`config.mk`:
```
export PLATFORM = sky130hd
export DESIGN_NAME = mcp2515_spi_responder
export DESIGN_NICKNAME = d
export VERILOG_FILES = /design/src/rtl/mcp2515_pkg.sv /design/src/rtl/mcp_spi_byte_if.sv /design/src/rtl/mcp2515_spi_responder.sv
export SDC_FILE = /design/constraint.sdc
export NUM_CORES = 2
export LEC_CHECK = 0
export ABC_AREA = 1
export CAP_MARGIN = 15
export CORE_MARGIN = 1.5
export CORE_UTILIZATION = 49
export DETAILED_ROUTE_END_ITERATION = 16
export DONT_BUFFER_PORTS = 1
export HOLD_SLACK_MARGIN = 0.1
export PLACE_DENSITY = 0.67
export SYNTH_ARGS = -nofsm -noshare
export SYNTH_HDL_FRONTEND = slang
export SYNTH_HIERARCHICAL = 1
export SYNTH_SLANG_ARGS = --single-unit
export TNS_END_PERCENT = 10
```
`constraint.sdc`:
```
create_clock -name clk50 -period 2.2 [get_ports clk50]
set_clock_uncertainty 0.1 [all_clocks]
set_input_delay 0.33 -clock clk50 [delete_from_list [all_inputs] [get_ports clk50]]
set_output_delay 0.33 -clock clk50 [all_outputs]
set_load 0.005 [all_outputs]
```
`src/rtl/mcp2515_pkg.sv`:
```
// Shared opcodes, register map, reset values and FSM states for the MCP2515 SPI responder.
package mcp2515_pkg;

  localparam logic [7:0] OP_RESET  = 8'hC0;
  localparam logic [7:0] OP_WRITE  = 8'h02;
  localparam logic [7:0] OP_READ   = 8'h03;
  localparam logic [7:0] OP_BITMOD = 8'h05;

  localparam logic [7:0] ADDR_CANSTAT  = 8'h0E;
  localparam logic [7:0] ADDR_CANCTRL  = 8'h0F;
  localparam logic [7:0] ADDR_CANINTE  = 8'h2B;
  localparam logic [7:0] ADDR_CANINTF  = 8'h2C;
  localparam logic [7:0] ADDR_TXB0CTRL = 8'h30;

  localparam logic [7:0] CANSTAT_RST = 8'h80;
  localparam logic [7:0] CANCTRL_RST = 8'h87;

  typedef enum logic [3:0] {
    ST_IDLE,
    ST_CMD,
    ST_RST_WAIT,
    ST_WR_ADDR,
    ST_WR_DATA,
    ST_RD_ADDR,
    ST_RD_DATA,
    ST_IGNORE,
    ST_BM_ADDR,
    ST_BM_MASK,
    ST_BM_DATA
  } state_e;

  function automatic logic [7:0] reg_reset_val(input logic [7:0] addr);
    case (addr)
      ADDR_CANSTAT: return CANSTAT_RST;
      ADDR_CANCTRL: return CANCTRL_RST;
      default:      return 8'h00;
    endcase
  endfunction

endpackage

```
`src/rtl/mcp_spi_byte_if.sv`:
```
// SPI mode-0 byte interface: synchronizes cs/sck/si, assembles rx bytes on sck rise and
// shifts tx bytes out on sck fall, loading a new tx byte at each byte boundary.
module mcp_spi_byte_if #(
  parameter int unsigned SYNC_STAGES = 2
) (
  input  logic       clk,
  input  logic       rst_n,
  input  logic       cs,
  input  logic       sck,
  input  logic       si,
  input  logic [7:0] tx_byte,
  output logic       cs_fall_c,
  output logic       cs_rise_c,
  output logic       byte_valid_c,
  output logic [7:0] rx_byte_c,
  output logic       load_req_c,
  output logic       so
);

  logic [SYNC_STAGES-1:0] cs_sync_q, sck_sync_q, si_sync_q;
  logic                   cs_prev_q, sck_prev_q;
  logic [2:0]             cnt_q, cnt_d;
  logic [6:0]             rx_q, rx_d;
  logic [7:0]             tx_q, tx_d;
  logic                   so_q, so_d;
  logic                   boundary_q, boundary_d;
  logic                   cs_s, sck_s, si_s;
  logic                   sck_rise_c, sck_fall_c;

  assign cs_s  = cs_sync_q[SYNC_STAGES-1];
  assign sck_s = sck_sync_q[SYNC_STAGES-1];
  assign si_s  = si_sync_q[SYNC_STAGES-1];
  assign so    = so_q;

  // Bit/byte sequencing; boundary_q marks that the next sck fall starts a new tx byte.
  always_comb begin
    cnt_d        = cnt_q;
    rx_d         = rx_q;
    tx_d         = tx_q;
    so_d         = so_q;
    boundary_d   = boundary_q;
    sck_rise_c   = sck_s & ~sck_prev_q;
    sck_fall_c   = ~sck_s & sck_prev_q;
    cs_fall_c    = cs_prev_q & ~cs_s;
    cs_rise_c    = ~cs_prev_q & cs_s;
    rx_byte_c    = {rx_q, si_s};
    byte_valid_c = 1'b0;
    load_req_c   = 1'b0;
    if (cs_s) begin
      cnt_d      = 3'd0;
      tx_d       = 8'h00;
      so_d       = 1'b0;
      boundary_d = 1'b0;
    end else if (cs_fall_c) begin
      cnt_d      = 3'd0;
      boundary_d = 1'b0;
    end else if (sck_rise_c) begin
      rx_d  = rx_byte_c[6:0];
      cnt_d = 3'(cnt_q + 3'd1);
      if (cnt_q == 3'd7) begin
        byte_valid_c = 1'b1;
        boundary_d   = 1'b1;
      end
    end else if (sck_fall_c) begin
      if (boundary_q) begin
        so_d       = tx_byte[7];
        tx_d       = {tx_byte[6:0], 1'b0};
        load_req_c = 1'b1;
        boundary_d = 1'b0;
      end else begin
        so_d = tx_q[7];
        tx_d = {tx_q[6:0], 1'b0};
      end
    end
  end

  // cs chain resets low so a frame already in progress at reset release is not seen as a new one.
  always_ff @(posedge clk or negedge rst_n) begin
    if (!rst_n) begin
      cs_sync_q  <= '0;
      sck_sync_q <= '0;
      si_sync_q  <= '0;
      cs_prev_q  <= 1'b0;
      sck_prev_q <= 1'b0;
      cnt_q      <= 3'd0;
      rx_q       <= 7'd0;
      tx_q       <= 8'h00;
      so_q       <= 1'b0;
      boundary_q <= 1'b0;
    end else begin
      cs_sync_q  <= {cs_sync_q[SYNC_STAGES-2:0], cs};
      sck_sync_q <= {sck_sync_q[SYNC_STAGES-2:0], sck};
      si_sync_q  <= {si_sync_q[SYNC_STAGES-2:0], si};
      cs_prev_q  <= cs_s;
      sck_prev_q <= sck_s;
      cnt_q      <= cnt_d;
      rx_q       <= rx_d;
      tx_q       <= tx_d;
      so_q       <= so_d;
      boundary_q <= boundary_d;
    end
  end

endmodule

```
`src/rtl/mcp2515_spi_responder.sv`:
```
// MCP2515 register-interface SPI responder: command FSM, register file, TXREQ/CANINTF/INT emulation.
// Define MCP2515_BITMOD_EN to enable the BIT MODIFY (0x05) command.
module mcp2515_spi_responder
  import mcp2515_pkg::*;
#(
  parameter int unsigned SYNC_STAGES = 2,
  parameter int unsigned ADDR_W      = 7
) (
  input  logic clk50,
  input  logic rst_n,
  input  logic cs,
  input  logic sck,
  input  logic si,
  output logic so,
  input  logic tx_done,
  output logic tx_req,
  output logic int_n
);

  localparam int unsigned NREGS = 2 ** ADDR_W;
  localparam logic [ADDR_W-1:0] A_CANSTAT  = ADDR_W'(ADDR_CANSTAT);
  localparam logic [ADDR_W-1:0] A_CANCTRL  = ADDR_W'(ADDR_CANCTRL);
  localparam logic [ADDR_W-1:0] A_CANINTE  = ADDR_W'(ADDR_CANINTE);
  localparam logic [ADDR_W-1:0] A_CANINTF  = ADDR_W'(ADDR_CANINTF);
  localparam logic [ADDR_W-1:0] A_TXB0CTRL = ADDR_W'(ADDR_TXB0CTRL);

  state_e              state_q, state_d;
  logic [ADDR_W-1:0]   addr_q, addr_d;
  logic [7:0]          regs_q [NREGS];
  logic [7:0]          regs_d [NREGS];
  logic                int_n_q, int_n_d;
`ifdef MCP2515_BITMOD_EN
  logic [7:0]          mask_q, mask_d;
`endif

  logic                cs_fall_c, cs_rise_c, byte_valid_c, load_req_c;
  logic [7:0]          rx_byte_c, tx_byte_c;
  logic                wr_en_c, rst_regs_c;
  logic [7:0]          wr_data_c;

  mcp_spi_byte_if #(.SYNC_STAGES(SYNC_STAGES)) u_byte_if (
    .clk          (clk50),
    .rst_n        (rst_n),
    .cs           (cs),
    .sck          (sck),
    .si           (si),
    .tx_byte      (tx_byte_c),
    .cs_fall_c    (cs_fall_c),
    .cs_rise_c    (cs_rise_c),
    .byte_valid_c (byte_valid_c),
    .rx_byte_c    (rx_byte_c),
    .load_req_c   (load_req_c),
    .so           (so)
  );

  assign tx_byte_c = (state_q == ST_RD_DATA) ? regs_q[addr_q] : 8'h00;
  assign tx_req    = regs_q[A_TXB0CTRL][3];
  assign int_n     = int_n_q;

  // Command decode and address sequencing.
  always_comb begin
    state_d    = state_q;
    addr_d     = addr_q;
    wr_en_c    = 1'b0;
    wr_data_c  = rx_byte_c;
    rst_regs_c = 1'b0;
`ifdef MCP2515_BITMOD_EN
    mask_d     = mask_q;
`endif
    if (cs_rise_c) begin
      state_d    = ST_IDLE;
      rst_regs_c = (state_q == ST_RST_WAIT);
    end else begin
      case (state_q)
        ST_IDLE: if (cs_fall_c) state_d = ST_CMD;
        ST_CMD: begin
          if (byte_valid_c) begin
            case (rx_byte_c)
              OP_RESET:  state_d = ST_RST_WAIT;
              OP_WRITE:  state_d = ST_WR_ADDR;
              OP_READ:   state_d = ST_RD_ADDR;
`ifdef MCP2515_BITMOD_EN
              OP_BITMOD: state_d = ST_BM_ADDR;
`endif
              default:   state_d = ST_IGNORE;
            endcase
          end
        end
        ST_WR_ADDR: begin
          if (byte_valid_c) begin
            addr_d  = rx_byte_c[ADDR_W-1:0];
            state_d = ST_WR_DATA;
          end
        end
        ST_WR_DATA: begin
          if (byte_valid_c) begin
            wr_en_c = 1'b1;
            addr_d  = ADDR_W'(addr_q + 1'b1);
          end
        end
        ST_RD_ADDR: begin
          if (byte_valid_c) begin
            addr_d  = rx_byte_c[ADDR_W-1:0];
            state_d = ST_RD_DATA;
          end
        end
        ST_RD_DATA: if (load_req_c) addr_d = ADDR_W'(addr_q + 1'b1);
`ifdef MCP2515_BITMOD_EN
        ST_BM_ADDR: begin
          if (byte_valid_c) begin
            addr_d  = rx_byte_c[ADDR_W-1:0];
            state_d = ST_BM_MASK;
          end
        end
        ST_BM_MASK: begin
          if (byte_valid_c) begin
            mask_d  = rx_byte_c;
            state_d = ST_BM_DATA;
          end
        end
        ST_BM_DATA: begin
          if (byte_valid_c) begin
            wr_en_c   = 1'b1;
            wr_data_c = (regs_q[addr_q] & ~mask_q) | (rx_byte_c & mask_q);
            state_d   = ST_IGNORE;
          end
        end
`endif
        default: ;
      endcase
    end
  end

  // Register file update: SPI write, CANSTAT mode tracking, tx_done override, RESET reload.
  always_comb begin
    regs_d = regs_q;
    if (wr_en_c && (addr_q != A_CANSTAT)) regs_d[addr_q] = wr_data_c;
    regs_d[A_CANSTAT][7:5] = regs_q[A_CANCTRL][7:5];
    if (tx_done) begin
      regs_d[A_TXB0CTRL][3] = 1'b0;
      regs_d[A_CANINTF][2]  = 1'b1;
    end
    if (rst_regs_c) begin
      for (int i = 0; i < NREGS; i++) regs_d[i] = reg_reset_val(8'(i));
    end
    int_n_d = ~|(regs_q[A_CANINTE] & regs_q[A_CANINTF]);
  end

  always_ff @(posedge clk50 or negedge rst_n) begin
    if (!rst_n) begin
      state_q <= ST_IDLE;
      addr_q  <= '0;
      int_n_q <= 1'b1;
      for (int i = 0; i < NREGS; i++) regs_q[i] <= reg_reset_val(8'(i));
`ifdef MCP2515_BITMOD_EN
      mask_q  <= 8'h00;
`endif
    end else begin
      state_q <= state_d;
      addr_q  <= addr_d;
      int_n_q <= int_n_d;
      regs_q  <= regs_d;
`ifdef MCP2515_BITMOD_EN
      mask_q  <= mask_d;
`endif
    end
  end

endmodule

```
==> flow_results.xml <==
<?xml version="1.0" encoding="UTF-8"?>
<metrics>
  <group name="final_layout">
    <metric name="area_of_the_multi_input_gates" unit="µm²">22900</metric>
    <metric name="drive_above_1_share" unit="">0.180</metric>
    <metric name="layout.cells.most_common" unit="">nand2_1</metric>
    <metric name="final_cell_mix" unit="">2486 x nand2_1, 1052 x dfrtp_1, 690 x o21ai_0, 583 x inv_1, 412 x nand3_1</metric>
    <metric name="nFillCells" unit="">8977</metric>
    <metric name="finish.cell_count_without_fillers" unit="">8793</metric>
    <metric name="post-route-util" unit="">0.623</metric>
    <metric name="area.sequential" unit="µm²">26600</metric>
    <metric name="num-nets-final" unit="">7322</metric>
    <metric name="syn_to_final_growth" unit="%">25.5</metric>
  </group>
  <group name="power">
    <metric name="seq_power_share" unit="">0.343</metric>
    <metric name="net-switching-power" unit="mW">19.9</metric>
    <metric name="power_report.internal_total" unit="mW">38.3</metric>
    <metric name="power.clock.fraction" unit="">0.356</metric>
    <metric name="peakVddDrop" unit="µV">832</metric>
    <metric name="swShare" unit="">0.342</metric>
    <metric name="power.density_cell_area" unit="nW/µm²">881</metric>
    <metric name="combinationalPowerShare" unit="">0.301</metric>
    <metric name="p_leak" unit="nW">31.1</metric>
    <metric name="p_total" unit="mW">58.1</metric>
  </group>
  <group name="clock_tree">
    <metric name="cts_htree_levels" unit="">3</metric>
    <metric name="worstSkewPairLatency" unit="ns">0.72</metric>
    <metric name="clk_transition_reported_paths" unit="ns">0.06</metric>
    <metric name="clock_path_buffers" unit="">3</metric>
    <metric name="cts_sinks" unit="">1062</metric>
    <metric name="clock-root-buffer" unit="">clkbuf_16</metric>
    <metric name="cts-buffers-inserted" unit="">115</metric>
    <metric name="cts_tree" unit="">done</metric>
  </group>
  <group name="worst_setup_path">
    <metric name="timing.rr.start" unit="">addr_q[0]</metric>
    <metric name="worst_path_dominant_cell_family" unit="">simple AND/OR/NAND/NOR gates</metric>
    <metric name="crit_buf_inv" unit="">4</metric>
    <metric name="critPathMostFrequentCell" unit="">nand2_1</metric>
    <metric name="reg2reg_path_depth" unit="">19</metric>
    <metric name="critPathCaptureType" unit="">flip-flop</metric>
    <metric name="worstSetupStartpointType" unit="">flip-flop</metric>
    <metric name="worst_path_max_delay_cell" unit="">dfrtp_4</metric>
    <metric name="worstSetupPathType" unit="">reg -&gt; reg</metric>
    <metric name="cell_chain_of_the_critical_path" unit="">buf_12 -&gt; buf_12 -&gt; clkbuf_16 -&gt; buf_16 -&gt; o21ai_0 -&gt; nand2_1 -&gt; nand2_1 -&gt; nand2_1 -&gt; nand2_1 -&gt; nand2_1 -&gt; nand2_1 -&gt; o21ai_2 -&gt; nand2_2 -&gt; nor2_2 -&gt; nor2_1 -&gt; nand2_1 -&gt; nand2_1 -&gt; nand3_1 -&gt; nand2_1</metric>
    <metric name="cp-startpoint" unit="">addr_q[0]</metric>
    <metric name="crit_required" unit="ns">2.76</metric>
    <metric name="critical_path.max_fanout" unit="">8</metric>
    <metric name="worst_path_depth" unit="">19</metric>
    <metric name="arrival" unit="ns">3.19</metric>
    <metric name="cp_slowest_stage_delay" unit="ns">0.52</metric>
  </group>
  <group name="placement">
    <metric name="dpl_worst_slack" unit="ns">-0.495</metric>
    <metric name="gp_routability_congestion" unit="">0.976</metric>
    <metric name="placement.io_buffers" unit="">0</metric>
    <metric name="dp.final_hpwl" unit="µm">116000</metric>
    <metric name="place_inst" unit="">8480</metric>
  </group>
  <group name="global_routing">
    <metric name="globalRouteOverflowTotal" unit="">0</metric>
    <metric name="grt_first_pass_wirelength" unit="µm">287000</metric>
    <metric name="globalRouteTotalUtil" unit="">0.342</metric>
    <metric name="grt.met1_usage" unit="">0.486</metric>
    <metric name="use_met2" unit="">0.509</metric>
    <metric name="grt_max_degree" unit="">1063</metric>
    <metric name="globalRoute.busiestLayer" unit="">met2</metric>
    <metric name="first_global_vias" unit="">48300</metric>
    <metric name="antenna_violations_before_repair" unit="">2</metric>
    <metric name="globalRouteMet3Util" unit="">0.0674</metric>
  </group>
  <group name="logic_synthesis">
    <metric name="synthesis.area_per_instance" unit="µm²">7.53</metric>
    <metric name="yosysWarnings" unit="">6</metric>
    <metric name="post_synthesis_sequential_element_count" unit="">1062</metric>
    <metric name="synthesis.nets" unit="">6990</metric>
    <metric name="synth_edf_count" unit="">0</metric>
    <metric name="synth-async-reset-ratio" unit="">1.00</metric>
    <metric name="mappedNetlistArea" unit="µm²">52500</metric>
    <metric name="postSynth.topFlopCell" unit="">dfrtp_1</metric>
    <metric name="syn_inst" unit="">6978</metric>
    <metric name="synth.lib_cells_used.distinct" unit="">40</metric>
    <metric name="seq_area_frac_synth" unit="">0.506</metric>
  </group>
  <group name="sta">
    <metric name="max_freq" unit="MHz">380</metric>
    <metric name="timing.final.setup_violations" unit="">1036</metric>
    <metric name="grt_setup_unrepaired" unit="">true</metric>
    <metric name="slew_headroom" unit="">0.242</metric>
    <metric name="final_critical_path_setup_slack" unit="ns">-0.432</metric>
    <metric name="post-route-min-period" unit="ns">2.63</metric>
    <metric name="min_period_over_period" unit="">1.20</metric>
    <metric name="worst_slew_pin_slew" unit="ns">1.14</metric>
    <metric name="fin_worst_hold_slack" unit="ns">-0.604</metric>
    <metric name="final_hold_vios" unit="">312</metric>
    <metric name="maxSlewViolCount" unit="">0</metric>
  </group>
  <group name="routing">
    <metric name="drt_drc_violations_left" unit="">0</metric>
    <metric name="drtPass1Iterations" unit="">8</metric>
    <metric name="wl_per_cell" unit="µm">21.7</metric>
    <metric name="routed_wl" unit="µm">191000</metric>
    <metric name="routed_via_density" unit="">5.77</metric>
    <metric name="first_iter_violations" unit="">6072</metric>
    <metric name="routed-via-count" unit="">50800</metric>
    <metric name="antenna_left" unit="">0</metric>
  </group>
  <group name="status">
    <metric name="failing_checks" unit="">hold timing, setup timing</metric>
    <metric name="result_of_the_run" unit="">finished with violations</metric>
  </group>
  <group name="die">
    <metric name="fp.dieW" unit="µm">330</metric>
    <metric name="floorplan.die_area" unit="µm²">109000</metric>
    <metric name="core_area" unit="µm²">106000</metric>
    <metric name="io_pins" unit="">9</metric>
    <metric name="rows" unit="">119</metric>
    <metric name="initial_utilization" unit="">0.496</metric>
    <metric name="dieHeight" unit="µm">330</metric>
  </group>
  <group name="run">
    <metric name="maxCapViolations" unit="">0</metric>
  </group>
  <group name="min_path">
    <metric name="hold_path.class" unit="">in -&gt; async</metric>
  </group>
</metrics>
[path summary, 6_finish.rpt]
| kind | end | slack (ns) |
|---|---|---|
| worst min-delay path | regs_q[553] | -0.60 |
| max in group asynchronous | regs_q[101] | -0.01 |
| worst max-delay path | u_byte_if/tx_q[4] | -0.43 |
| worst min register to register | u_byte_if/si_sync_q[1] | 0.36 |
| min in group clk50 | u_byte_if/si_sync_q[1] | 0.36 |
| worst max register to register | u_byte_if/tx_q[4] | -0.43 |
[cells by family after synthesis]
logic type,after synthesis,synth area share
simple gates,3418,0.261
flops,1062,0.506
xor+xnor,1,0.000167
buf+inv,1072,0.0853
compound gates,1418,0.146
fa+ha+maj,6,0.00143
mux,1,0.000191
[final cells by class]
| cell class | count | share of cell area |
|---|---|---|
| clock inverter | 44 | 0.00952 |
| tap | 1391 | 0.0264 |
| antenna | 1 | 0.0000379 |
| clock buffer | 164 | 0.0516 |
| inverter | 641 | 0.0376 |
| sequential | 1062 | 0.403 |
| timing repair buffer | 644 | 0.124 |
| multi-input combinational | 4844 | 0.347 |
| timing repair inverter | 2 | 0.000493 |
[sequential cells by signal, indices dropped and copies added (netlist names), 2 cells and up]
| name | count |
|---|---|
| state_q | 3 |
| u_byte_if/cnt_q | 3 |
| u_byte_if/cs_sync_q | 2 |
| u_byte_if/si_sync_q | 2 |
| regs_q | 1023 |
| u_byte_if/tx_q | 7 |
| u_byte_if/rx_q | 7 |
| u_byte_if/sck_sync_q | 2 |
| addr_q | 7 |
[Yosys cell counts (4+ instances only)]
| cell type | number | area (µm²) |
|---|---|---|
| nor2_2 | 26 | 163 |
| dfrtp_1 | 1056 | 26400 |
| clkbuf_1 | 209 | 785 |
| o22ai_1 | 334 | 2090 |
| a21oi_4 | 5 | 81.3 |
| dfstp_2 | 6 | 158 |
| o21ai_1 | 86 | 430 |
| buf_2 | 133 | 666 |
| ha_1 | 6 | 75.1 |
| nand3_2 | 4 | 40.0 |
| o22ai_2 | 5 | 62.6 |
| buf_4 | 39 | 293 |
| a21oi_2 | 12 | 105 |
| nand2_1 | 2629 | 9870 |
| nand3_1 | 418 | 2090 |
| nor2_4 | 6 | 67.6 |
| o21ai_0 | 959 | 4800 |
| inv_2 | 40 | 150 |
| a21oi_1 | 10 | 50.1 |
| inv_1 | 599 | 2250 |
| buf_6 | 17 | 191 |
| nor2_1 | 261 | 980 |
| buf_1 | 32 | 120 |
| nand2_2 | 66 | 413 |
[power by group through the flow]
| stage | clock network (mW) | logic (mW) | registers, mW |
|---|---|---|---|
| 6_report | 20.7 | 17.5 | 19.9 |
| 5_1_grt | 21.6 | 18.0 | 19.9 |
| 4_1_cts | 20.9 | 15.1 | 19.9 |
| 3_5_place_dp | 0 | 13.3 | 20.3 |
| 3_3_place_gp | 0 | 13.2 | 20.3 |
| 2_1_floorplan | 0 | 6.54 | 20.2 |
[timing repair]
action / 4_1_cts / 5_1_grt
buffers inserted: 29 / 8
gates resized for setup: 319 / 414
hold buffers: 7 / 2
pin swaps: 47 / 90
gates cloned: 32 / 21
setup endpoints to repair: 1030 / 1210
hold endpoints to repair: 1067 / 511
[layer usage]
layer / part of all wire / up-vias
li1: - / 23100
met1: 0.42 / 24500
met2: 0.44 / 2696
met3: 0.099 / 522
met4: 0.049 / 2
met5: 0.000058 / -
[worst register-to-register path, stage by stage (launching register included)]
cell	delay (ns)
dfrtp_4	0.52
buf_12	0.20
buf_12	0.16
clkbuf_16	0.19
buf_16	0.15
o21ai_0	0.19
nand2_1	0.08
nand2_1	0.08
nand2_1	0.06
nand2_1	0.08
nand2_1	0.05
nand2_1	0.11
o21ai_2	0.07
nand2_2	0.10
nor2_2	0.05
nor2_1	0.10
nand2_1	0.06
nand2_1	0.07
nand3_1	0.07
nand2_1	0.08
[through the flow]
stage,hold slack (ns),setup TNS [ns],area (µm²)
after CTS,-0.705,-144.76,64200
after global routing,-0.589,-352.86,65900
after global placement,0.0580,-208.39,58200
final,-0.604,-238.36,65900
after floorplan,-0.0656,-7.24,52800
after detailed placement,0.0507,-238.63,58200
Note: power is estimated with default switching activity, not from simulation.
